File: src/rtl/conv3d_group_sequencer.sv
// Feeds a 3-channel conv3d engine over NUM_GROUPS channel groups and tags its outputs for psum accumulation.
// Latency: start -> first rd_en 1 cycle; mem_ready=0 stalls reads without skipping, engine outputs are never stalled.
module conv3d_group_sequencer #(
  parameter int IMG_WIDTH  = 56,
  parameter int IMG_HEIGHT = 56,
  parameter int NUM_GROUPS = 4,
  parameter int ADDR_WIDTH = 16,
  parameter int GRP_WIDTH  = 8
) (
  input  logic                  clk,
  input  logic                  reset,
  input  logic                  start,
  output logic                  busy,
  output logic                  done,
  input  logic                  mem_ready,
  output logic                  rd_en,
  output logic [ADDR_WIDTH-1:0] rd_addr,
  output logic [GRP_WIDTH-1:0]  rd_group,
  output logic                  eng_valid_in,
  input  logic                  eng_valid_out,
  input  logic                  eng_done,
  output logic                  psum_wr,
  output logic [ADDR_WIDTH-1:0] psum_addr,
  output logic                  psum_first,
  output logic                  psum_last,
  output logic                  err
);

  localparam logic [ADDR_WIDTH-1:0] LAST_PIX = ADDR_WIDTH'(IMG_WIDTH * IMG_HEIGHT - 1);
  localparam logic [GRP_WIDTH-1:0]  LAST_GRP = GRP_WIDTH'(NUM_GROUPS - 1);

  typedef enum logic [2:0] {IDLE, FEED, DRAIN, NEXT, FINISH} state_t;

  state_t                state, state_nxt;
  logic [ADDR_WIDTH-1:0] in_cnt, in_cnt_nxt;
  logic [ADDR_WIDTH-1:0] out_cnt, out_cnt_nxt;
  logic [GRP_WIDTH-1:0]  group, group_nxt;
  logic                  err_nxt;
  logic                  tracking;

  always_ff @(posedge clk or posedge reset) begin
    if (reset) begin
      state        <= IDLE;
      in_cnt       <= '0;
      out_cnt      <= '0;
      group        <= '0;
      err          <= 1'b0;
      eng_valid_in <= 1'b0;
    end else begin
      state        <= state_nxt;
      in_cnt       <= in_cnt_nxt;
      out_cnt      <= out_cnt_nxt;
      group        <= group_nxt;
      err          <= err_nxt;
      eng_valid_in <= rd_en;
    end
  end

  always_comb begin
    state_nxt   = state;
    in_cnt_nxt  = in_cnt;
    out_cnt_nxt = out_cnt;
    group_nxt   = group;
    err_nxt     = err;
    rd_en       = 1'b0;
    psum_wr     = 1'b0;
    tracking    = (state == FEED) || (state == DRAIN);

    // The engine pipeline can still be emitting while we feed, so outputs count in both states.
    if (tracking && eng_valid_out) begin
      psum_wr     = 1'b1;
      out_cnt_nxt = (out_cnt == LAST_PIX) ? '0 : out_cnt + 1'b1;
    end
    if (tracking && eng_done && (out_cnt != LAST_PIX))
      err_nxt = 1'b1;

    case (state)
      IDLE: begin
        if (start) begin
          state_nxt   = FEED;
          group_nxt   = '0;
          in_cnt_nxt  = '0;
          out_cnt_nxt = '0;
          err_nxt     = 1'b0;
        end
      end
      FEED: begin
        if (mem_ready) begin
          rd_en = 1'b1;
          if (in_cnt == LAST_PIX) begin
            in_cnt_nxt = '0;
            state_nxt  = DRAIN;
          end else begin
            in_cnt_nxt = in_cnt + 1'b1;
          end
        end
      end
      DRAIN: begin
        if (eng_valid_out && (out_cnt == LAST_PIX))
          state_nxt = (group == LAST_GRP) ? FINISH : NEXT;
      end
      NEXT: begin
        group_nxt   = group + 1'b1;
        out_cnt_nxt = '0;
        state_nxt   = FEED;
      end
      FINISH:  state_nxt = IDLE;
      default: state_nxt = IDLE;
    endcase
  end

  assign busy       = (state != IDLE);
  assign done       = (state == FINISH);
  assign rd_addr    = in_cnt;
  assign rd_group   = group;
  assign psum_addr  = out_cnt;
  // Flags are qualified by psum_wr so every output is quiet outside a valid engine pixel.
  assign psum_first = psum_wr && (group == '0);
  assign psum_last  = psum_wr && (group == LAST_GRP);

endmodule
File: config.mk
export PLATFORM = sky130hd
export DESIGN_NAME = conv3d_group_sequencer
export DESIGN_NICKNAME = d
export VERILOG_FILES = /design/src/rtl/conv3d_group_sequencer.sv
export SDC_FILE = /design/constraint.sdc
export NUM_CORES = 1
export LEC_CHECK = 0
export CAP_MARGIN = 0
export CORE_ASPECT_RATIO = 1.75
export CORE_UTILIZATION = 46
export CTS_CLUSTER_DIAMETER = 30
export DETAILED_ROUTE_END_ITERATION = 6
export PLACE_DENSITY = 0.86
export SYNTH_ARGS = -nofsm -noshare
export SYNTH_HDL_FRONTEND = slang
export SYNTH_SLANG_ARGS = --single-unit
File: constraint.sdc
create_clock -name clk -period 2 [get_ports clk]
set_clock_uncertainty 0.15 [all_clocks]
set_input_delay 0.3 -clock clk [delete_from_list [all_inputs] [get_ports clk]]
set_output_delay 0.3 -clock clk [all_outputs]
set_load 0.01 [all_outputs]
==> results.md, run 1 <==
* First-pass DRT Iterations at 4
* # hold bufs at CTS at 0
* Clk pwr share at about 26%
* Dominant cell type by area after synthesis: dfrtp_1
* Initial antenna violation count at 0
* Synth Warn # at 0
* CTS Buffer Depth at 2
* FF-to-FF Start: psum_addr[8]$_DFF_PP0_
* Worst path most repeated cell: or4_4
* Fin. max-slew vios at 0
* Placer Congestion at ~0.87
* Status: finished, violations left
* Share of cells above drive strength 1 at a little under a third
* Mapped Cells at about 270
* Ranking of synthesized cells by area: dfrtp_1 (44%), o21ai_0 (3.8%), nand4_1 (3.5%)
* Critical path peak fanout at 3
* Post-Syn Area at around 2500 sq um
* Most common flop cell mapped by yosys: dfrtp_1
* Bufs and invs on worst path at 1
* Diode count at 0
* CTS tree: yes
* Yosys reg bits at 45
* H-tree levels at 2
* Clk sink count at 45
* Clk_lat worst skew at about 0.30 ns
* Worst Setup SP: psum_addr[8]$_DFF_PP0_
* Vias in the first global route at ~2.7k
* Worst setup margin at -0.200 ns
* # Max-Cap Violations at 0
* Slowest CP cell: or4_4
* P_leak at 1.63 nW
* Top cell type's share of synthesized area at between 40 and 50%
* Delay-heaviest family, CP: simple AND/OR/NAND/NOR gates
* Failing checks: negative setup slack
* Switch share at 28.3%
* Clock-pin slew on the worst setup and hold paths at around 0.08 ns
* Area taken by flip-flops and latches at 1130 sq um
* Syn-to-layout area delta at 52.1%
* Routed WL at approximately 7.4 mm
* Sequential-to-total area share from yosys stat at roughly 44%
* # IOs at 54
* Core Footprint at 5300 sq um
* Filler cell count at about 370
* Placed cell areas at between 3000 and 4000 sq um
* Area of the multi-input gates at around 1500 sq um
* Distinct cell type count after synthesis at between 40 and 50
* Sequential Power Share at 46.8%
* I/O Buffers at 53
* Max stage delay on crit path at approximately 0.54 ns
* Total number of vias at 2622
* Post-route clock period utilization at 110%
* Setup crit start kind: flip-flop
* Worst-margin pin slew at between 0.4 and 0.5 ns
* Post-synth EDFFs at 0
* Nets at about 400
* CP Data Arrival Time at 2.29 ns
* Largest net degree at the start of global routing at between 40 and 50
* Fin cells at around 460
* Max IR drop VDD at ~0.5 mV
* Routed Antenna Nets at 0
* CP cell instances: or4_4, or4_4, buf_6, nor4b_4, o32a_1
* GRT Overall Usage at approximately 27%
* Setup CP Type: reg2reg
* Power share of the combinational group at a little over a quarter
* Syn_nets at about 280
* Asr flop ratio synth at 100%
* HP Class: in2async
* Final hold violation count at 0
* FP Rows at 35
* Worst EP required at about 2.1 ns
* Die area at 5820 sq um
* DP HPWL at 5.04 mm
* Fin Hold WS at roughly 0.19 ns
* Remaining Overflow, GRT at 0
* Wire per inst at 16.1 um
* DRC Markers at 0
* First-pass GRT wire length at between 10 and 15 mm
* Die Ht at ~100 um
* Cell with the most instances after synthesis: dfrtp_1
* RSZ-0062 raised after global routing: true
* Switching Power at 0.624 mW
* PwrDens at ~570 nW/um^2
* Final instance area at between 3000 and 4000 sq um
* Crit path time final at approximately 2.2 ns
* Most frequent cells after synthesis: dfrtp_1 (45), nand2_1 (22), o21ai_0 (19)
* Placed Cells at 440
* CP Capture Type: flip-flop
* CTS buffer count at 5
* Pint at roughly 1.6 mW
* Die width at between 50 and 60 um
* Starting density of the core at 47.8%
* Setup-failing EPs final at 32
* Initial drt markers at roughly 100
* Slew margin rel. at approximately 72%
* Post-DR vias/cell at about 5.7
* Syn Area/Cell at between 9 and 10 sq um
* CTS Root Cell: clkbuf_8
* Achievable Freq at between 400 and 500 MHz
power by group through the flow:
stage / combinational [mW] / sequential (mW) / clock (mW)
2_1_floorplan: 0.178 / 1.11 / 0
3_3_place_gp: 0.546 / 1.05 / 0
3_5_place_dp: 0.563 / 1.05 / 0
4_1_cts: 0.582 / 1.03 / 0.577
5_1_grt: 0.653 / 1.04 / 0.610
6_report: 0.605 / 1.03 / 0.569
path summary, 6_finish.rpt:
path | to | cells after the start | slack (ns)
worst max-delay path | state[0]$_DFFE_PP0P_ | 5 | -0.20
worst min-delay path | rd_addr[13]$_DFFE_PP0P_ | 3 | 0.19
worst max register to register | state[0]$_DFFE_PP0P_ | 5 | -0.20
worst min register to register | rd_group[7]$_DFFE_PP0P_ | 1 | 0.37
max in group asynchronous | psum_addr[7]$_DFF_PP0_ | 3 | 1.29
min in group clk | state[2]$_DFFE_PP0P_ | 2 | 0.36
sequential cells by signal, indices dropped and copies added, names as in the netlist:
signal        flops
psum_addr        16
rd_addr          16
rd_group          8
state             3
eng_valid_in      1
err               1
area by class of cell:
| cell class | count | share of cell area (%) |
|---|---|---|
| Inverter | 8 | 0.779 |
| Sequential cell | 45 | 29.3 |
| Clock buffer | 7 | 2.24 |
| Multi-Input combinational cell | 205 | 37.9 |
| Timing Repair Buffer | 119 | 27.3 |
| Tap cell | 74 | 2.40 |
repair_timing:
item | 4_1_cts | 5_1_grt
endpoints found under the setup margin | 28 | 39
resized for setup | 42 | 23
pin swaps | 13 | 6
buffers inserted | 10 | 1
tightest hold or removal path, cell delays in order:
cell             delay [ns]
clkdlybuf4s50_1        0.40
clkinv_1               0.07
buf_12                 0.24
logic make-up (layout without fill, tap and decap cells):
| kind of cell | count (synthesis) | after routing | synth area share, % |
|---|---|---|---|
| muxes | 4 | 4 | 1.63 |
| AOI/OAI and AO/OA | 55 | 55 | 14.0 |
| xor gates and xnor gates | 16 | 16 | 5.53 |
| and+or+nand+nor | 126 | 126 | 28.8 |
| adders and majority gates | 4 | 4 | 1.98 |
| buffers and inverters | 18 | 134 | 3.66 |
| DFF | 45 | 45 | 44.5 |
cell usage in the layout (no fill, tap or decap), types with 7 or more instances in the layout:
cell type,netlist,layout
buf_6,3,7
o21ai_0,19,15
dfrtp_1,45,42
xor2_1,8,7
a21oi_2,4,9
xnor2_1,8,7
a21oi_1,14,9
or3_1,12,10
nand2_1,22,22
buf_4,0,57
inv_1,8,7
nor2_1,12,9
nand3_1,14,12
clkdlybuf4s50_1,0,45
nand4_1,14,14
metal layers:
layer  global-route usage [%]  up-vias  wire length (um)
met5                        0        -                 0
met4                     16.3        0               323
met3                     3.99       35               322
met2                     50.0       96              4190
met1                     27.3     1275              2540
li1                         -     1216                 -
metrics by stage:
stage               TNS, ns  power, mW  util (%)  worst slack, ns
finish                -2.77       2.21      72.7           -0.200
floorplan             -2.01       1.29         -           -0.180
global placement      -7.52       1.59      66.5           -0.385
CTS                   -1.95       2.19      71.2           -0.175
global route          -4.69       2.31      72.7           -0.253
detailed placement    -8.60       1.61      66.5           -0.415
(Power assumes the default switching activity.)
==> run 2: changes to the inputs <==
==> constraint.sdc (replaced) <==
create_clock -name clk -period 1.82 [get_ports clk]
set_clock_uncertainty 0.15 [all_clocks]
set_input_delay 0.273 -clock clk [delete_from_list [all_inputs] [get_ports clk]]
set_output_delay 0.273 -clock clk [all_outputs]
set_load 0.01 [all_outputs]
==> run 2 against run 1 <==
Net effect: the run still ends with negative setup slack left; cell count up 8.7%; hold slack worse by 0.043 ns; die area unchanged; clock-buffer cell count unchanged; non-clock buffer count up 39; register-to-register slack worse by 0.32 ns.
==> results.md, run 2 (synthesis results as in run 1) <==
* Nets at 433 (+9.9%)
* Largest net degree at the start of global routing at 46 (unchanged)
* Initial drt markers at 183 (+78%)
* Worst setup margin at -0.522 ns (-0.322 ns)
* Grt peak-use layer: met2
* GRT Overall Usage at 30.9% (+3.9 points)
* Die Ht at 100 um (unchanged)
* Slew margin rel. at 69.4% (-2.2 points)
* Most common cell after layout, fill and taps aside: buf_4
* Clock-pin slew on the worst setup and hold paths at 0.10 ns (+0.02 ns)
* Worst setup path end: state[0]$_DFFE_PP0P_
* CP Capture Type: flip-flop
* Setup crit start kind: flip-flop
* PwrDens at 612 nW/um^2 (+6.8%)
* # Max-Cap Violations at 0 (unchanged)
* HP Class: in2async
* R2r worst-path depth at 5 (unchanged)
* I/O Buffers at 53 (unchanged)
* Post-DR vias/cell at 6.08 (+6.1%)
* P_leak at 1.93 nW (+19%)
* Status: finished, violations left
* First-pass DRT Iterations at 6 (+2)
* Crit path time final at 2.34 ns (+0.142 ns)
* Die area at 5820 sq um (unchanged)
* FF-to-FF Start: psum_addr[15]$_DFF_PP0_
* Setup-failing EPs final at 45 (+41%)
* Worst EP required at 1.90 ns (-0.19 ns)
* Crit Reg-Reg Endpoint: state[0]$_DFFE_PP0P_
* Total number of vias at 3026 (+15%)
* Clk sink count at 45 (unchanged)
* Met1 GRT Util at 30.6% (+3.3 points)
* CTS buffer count at 5 (unchanged)
* CP Data Arrival Time at 2.42 ns (+0.13 ns)
* CTS Buffer Depth at 2 (unchanged)
* CP cell instances: or4_4, or4_4, buf_6, nor4b_4, o32a_1
* Most frequent cells in the layout: buf_4 (83), dfrtp_1 (40), clkdlybuf4s50_1 (36)
* Fin. max-slew vios at 0 (unchanged)
* Remaining Overflow, GRT at 0 (unchanged)
* Area taken by flip-flops and latches at 1130 sq um (+0.22%)
* Worst path most repeated cell: or4_4
* Final instance area at 4390 sq um (+14%)
* # hold bufs at CTS at 0 (unchanged)
* Failing checks: negative setup slack
* Met3 Track Usage GR at 4.51% (+0.52 points)
* Placer Congestion at 0.891 (+2.4%)
* Max stage delay on crit path at 0.55 ns (about the same)
* Wire per inst at 20.5 um (+27%)
* RSZ-0062 raised after global routing: true
* Slowest CP cell: or4_4
* Diode count at 0 (unchanged)
* Worst Setup SP: psum_addr[15]$_DFF_PP0_
* Utilization after layout at 82.9% (+10 points)
* Routed WL at 10.2 mm (+38%)
* Final hold violation count at 0 (unchanged)
* Cell count along the critical path at 5 (unchanged)
* Worst-margin pin slew at 0.454 ns (+0.0325 ns)
* DP HPWL at 5.45 mm (+8.1%)
* Delay-heaviest family, CP: simple AND/OR/NAND/NOR gates
* Initial antenna violation count at 0 (unchanged)
* Placed cell areas at 3670 sq um (+4.3%)
* Routed Antenna Nets at 0 (unchanged)
* Share of cells above drive strength 1 at 44.6% (+13 points)
* CTS Root Cell: clkbuf_8
* Bufs and invs on worst path at 1 (unchanged)
* DRC Markers at 0 (unchanged)
* Die width at 58.1 um (unchanged)
* Core Footprint at 5300 sq um (unchanged)
* Post-route clock period utilization at 129% (+19 points)
* CTS tree: yes
* Vias in the first global route at 2977 (+9.2%)
* First-pass GRT wire length at 13.6 mm (+13%)
* Critical path peak fanout at 3 (unchanged)
* Max IR drop VDD at 0.694 mV (+36%)
* Met2 Use GR at 58.4% (+8.4 points)
* Achievable Freq at 427 MHz (-6.1%)
* Filler cell count at 267 (-27%)
* Clk_lat worst skew at 0.31 ns (about the same)
* FF-to-FF setup slack at -0.52 ns (-0.32 ns)
* H-tree levels at 2 (unchanged)
* Starting density of the core at 47.8% (unchanged)
* Setup CP Type: reg2reg
* FP Rows at 35 (unchanged)
* Area of the multi-input gates at 1590 sq um (+9.2%)
* # IOs at 54 (unchanged)
* Syn-to-layout area delta at 73.5%
run 2: how the worst min path moves through the flow:
stage	endpoint	cells after the start
after floorplan	state[1]$_DFFE_PP0P_	1
after global placement	err$_DFF_PP0_	1
after detailed placement	err$_DFF_PP0_	1
after CTS	rd_addr[0]$_DFFE_PP0P_	3
after global routing	eng_valid_in$_DFF_PP0_	3
final	eng_valid_in$_DFF_PP0_	3
run 2: metrics by stage:
step                      std cells  setup slack [ns]  hold WS [ns]  power [mW]  TNS (ns)
after CTS                       482            -0.411         0.166        2.62     -7.08
after floorplan                 268            -0.360         0.225        1.41     -7.25
after global placement          460            -0.503         0.350        1.78    -16.77
after detailed placement        460            -0.561         0.351        1.81    -19.14
after global routing            498            -0.521         0.184        2.77    -13.33
final                           498            -0.522         0.146        2.69    -11.40
run 2: layer usage:
metal,share of wire (%),vias up
met5,0,-
met4,5.9,0
met3,4.9,66
met2,56,166
met1,33,1486
li1,-,1308
run 2: layout make-up:
type                            instances  share of cell area, %
Clock inverter                          1                  0.684
Inverter                                8                  0.684
Tap cell                               74                   2.11
Clock buffer                            7                   1.97
Timing Repair Buffer                  158                   32.5
Sequential cell                        45                   25.8
Multi-Input combinational cell        205                   36.3
run 2: worst register-to-register path: cells and delay by family (launching register included):
family,cells,cell delay [ns]
compound gates,1,0.26
buf+inv,1,0.15
flops,1,0.40
simple gates,3,1.32
run 2: timing repair:
item / 4_1_cts / 5_1_grt
endpoints found under the setup margin: 46 / 46
pin swaps: 27 / 27
setup buffers: 16 / 18
gates resized for setup: 76 / 57
run 2: report_power, final:
group	leakage, nW	internal (mW)	total (mW)	switching [mW]
Combinational	1.32	0.394	0.746	0.352
Clock	0.0585	0.449	0.817	0.369
Sequential	0.548	1.07	1.13	0.0516
==> run 3: changes to the inputs <==
--- a/config.mk
+++ b/config.mk
@@ -5,6 +5,7 @@
 export SDC_FILE = /design/constraint.sdc
 export NUM_CORES = 1
 export LEC_CHECK = 0
+export ABC_CLOCK_PERIOD_IN_PS = 1820
 export CAP_MARGIN = 0
 export CORE_ASPECT_RATIO = 1.75
 export CORE_UTILIZATION = 46
@@ -14,3 +15,4 @@
 export SYNTH_ARGS = -nofsm -noshare
 export SYNTH_HDL_FRONTEND = slang
 export SYNTH_SLANG_ARGS = --single-unit
+export TNS_END_PERCENT = 20
==> run 3 against run 2 <==
Net effect: the flow still finishes with violations (negative setup slack); worst setup slack gained 0.13 ns; sequential share of layout area grew 2.1 points; hold slack is essentially flat; combinational power shrank 5.1%; largest power group unchanged; clock power shrank 2%; global-route usage shrank 1.8 points.
==> results.md, run 3 (synthesis results as in run 1) <==
* Final hold violation count at 0 (unchanged)
* CTS Buffer Depth at 2 (unchanged)
* Initial antenna violation count at 0 (unchanged)
* Worst EP required at 1.92 ns (+0.02 ns)
* Setup crit start kind: flip-flop
* Share of cells above drive strength 1 at 37.2% (-7.4 points)
* I/O Buffers at 53 (unchanged)
* DRC Markers at 0 (unchanged)
* Nets at 412 (-4.8%)
* Setup CP Type: reg2reg
* Worst path most repeated cell: or4_4
* Core Footprint at 5300 sq um (unchanged)
* Post-route clock period utilization at 122% (-7.0 points)
* Wire per inst at 17.1 um (-16%)
* Switching Power at 0.728 mW (-5.7%)
* Most common cell after layout, fill and taps aside: buf_4
* First-pass GRT wire length at 12.9 mm (-5.0%)
* Crit path time final at 2.22 ns (-0.127 ns)
* Syn-to-layout area delta at 60.3%
* P_leak at 1.78 nW (-7.9%)
* # IOs at 54 (unchanged)
* CTS tree: yes
* Total number of vias at 2747 (-9.2%)
* Worst setup margin at -0.395 ns (+0.127 ns)
* Status: finished, violations left
* Filler cell count at 343 (+28%)
* FP Rows at 35 (unchanged)
* Final instance area at 4060 sq um (-7.6%)
* Clock-pin slew on the worst setup and hold paths at 0.09 ns (about the same)
* # hold bufs at CTS at 0 (unchanged)
* Slowest CP cell: or4_4
* Clk_lat worst skew at 0.31 ns (about the same)
* Vias in the first global route at 2789 (-6.3%)
* PwrDens at 650 nW/um^2 (+6.2%)
* Initial drt markers at 121 (-34%)
* First-pass DRT Iterations at 4 (-2)
* CP Data Arrival Time at 2.31 ns (-0.11 ns)
* Largest net degree at the start of global routing at 46 (unchanged)
* HP Class: in2async
* Fin. max-slew vios at 0 (unchanged)
* Switch share at 27.6% (-1.1 points)
* Failing checks: negative setup slack
* Placer Congestion at 0.883 (-0.89%)
* Setup-failing EPs final at 45 (unchanged)
* RSZ-0062 raised after global routing: true
* Critical path peak fanout at 4 (+1)
* Die Ht at 100 um (unchanged)
* Achievable Freq at 451 MHz (+5.7%)
* CP cell instances: or4_4, or4_4, nor4b_2, o32a_1
* CTS buffer count at 5 (unchanged)
* Die area at 5820 sq um (unchanged)
* # Max-Cap Violations at 0 (unchanged)
* Die width at 58.1 um (unchanged)
* Pint at 1.91 mW (-0.28%)
* Sequential Power Share at 42.8% (+0.9 points)
* DP HPWL at 5.36 mm (-1.6%)
* Diode count at 0 (unchanged)
* Routed Antenna Nets at 0 (unchanged)
* CTS Root Cell: clkbuf_8
* Clk sink count at 45 (unchanged)
* Clk pwr share at 30.4% (about the same)
* CP Capture Type: flip-flop
* H-tree levels at 2 (unchanged)
* Slew margin rel. at 76.7% (+7.2 points)
* Placed cell areas at 3690 sq um (+0.48%)
* Final Total Pwr at 2.64 mW (-1.8%)
* Worst-margin pin slew at 0.347 ns (-0.108 ns)
* Power share of the combinational group at 26.8% (-0.9 points)
* Max IR drop VDD at 0.515 mV (-26%)
* Max stage delay on crit path at 0.58 ns (+0.03 ns)
* Routed WL at 8.18 mm (-20%)
* GRT Overall Usage at 29.1% (-1.8 points)
* Remaining Overflow, GRT at 0 (unchanged)
* Post-DR vias/cell at 5.76 (-5.2%)
* Starting density of the core at 47.8% (unchanged)
* Most frequent cells in the layout: buf_4 (72), dfrtp_1 (41), clkdlybuf4s50_1 (36)
[run 3: routing by layer]
metal | part of all wire [%] | global-route usage (%) | vias to the layer above | routed length [um]
met4 | 3.5 | 11.5 | 0 | 290
met1 | 36 | 31.1 | 1356 | 2980
met5 | 0 | 0 | - | 0
met2 | 57 | 55.8 | 107 | 4630
li1 | - | - | 1257 | -
met3 | 3.4 | 3.48 | 27 | 282
[run 3: critical path, delay by kind of cell, from the launching register on]
| kind | cells | cell delay (ns) |
|---|---|---|
| flip-flops | 1 | 0.40 |
| AO/OA/AOI/OAI | 1 | 0.20 |
| AND/OR/NAND/NOR | 3 | 1.40 |
[run 3: final cells by class]
class / instances / area, sq um / share of cell area (%)
sequential: 45 / 1130 / 27.9
timing repair buffer: 137 / 1210 / 29.9
multi-input combinational: 205 / 1480 / 36.4
clock inverter: 1 / 30.0 / 0.740
clock buffer: 7 / 86.3 / 2.13
tap: 74 / 92.6 / 2.28
inverter: 8 / 30.0 / 0.740
[run 3: what timing repair did]
| item | 4_1_cts | 5_1_grt |
|---|---|---|
| setup endpoints to repair | 49 | 52 |
| resized for setup | 69 | 28 |
| pin swaps | 17 | 4 |
| buffers inserted | 6 | 2 |
| gates cloned | 0 | 0 |
[run 3: worst paths after layout]
check | from | end | slack [ns] | cells past startpoint
setup / recovery | psum_addr[15]$_DFF_PP0_ | state[0]$_DFFE_PP0P_ | -0.40 | 4
hold / removal | reset | psum_addr[14]$_DFF_PP0_ | 0.15 | 3
setup reg to reg | psum_addr[15]$_DFF_PP0_ | state[0]$_DFFE_PP0P_ | -0.40 | 4
hold reg to reg | err$_DFF_PP0_ | err$_DFF_PP0_ | 0.37 | 1
max in group asynchronous | reset | psum_addr[7]$_DFF_PP0_ | 1.12 | 3
min in group clk | eng_valid_out | state[1]$_DFFE_PP0P_ | 0.28 | 2
[run 3: through the flow]
stage,hold WS (ns),instances,TNS [ns],util [%],setup slack [ns]
final,0.146,477,-9.28,76.6,-0.395
after global routing,0.184,477,-11.48,76.6,-0.422
after CTS,0.170,475,-7.18,74.7,-0.353
after detailed placement,0.330,461,-15.31,69.7,-0.572
after global placement,0.346,461,-13.81,69.7,-0.513
after floorplan,0.225,268,-7.45,-,-0.360
[run 3: power groups by stage]
| stage | combinational (mW) | sequential [mW] | clock [mW] |
|---|---|---|---|
| floorplan | 0.195 | 1.22 | 0 |
| global placement | 0.647 | 1.13 | 0 |
| detailed placement | 0.658 | 1.14 | 0 |
| CTS | 0.701 | 1.12 | 0.806 |
| global route | 0.760 | 1.14 | 0.854 |
| finish | 0.708 | 1.13 | 0.802 |
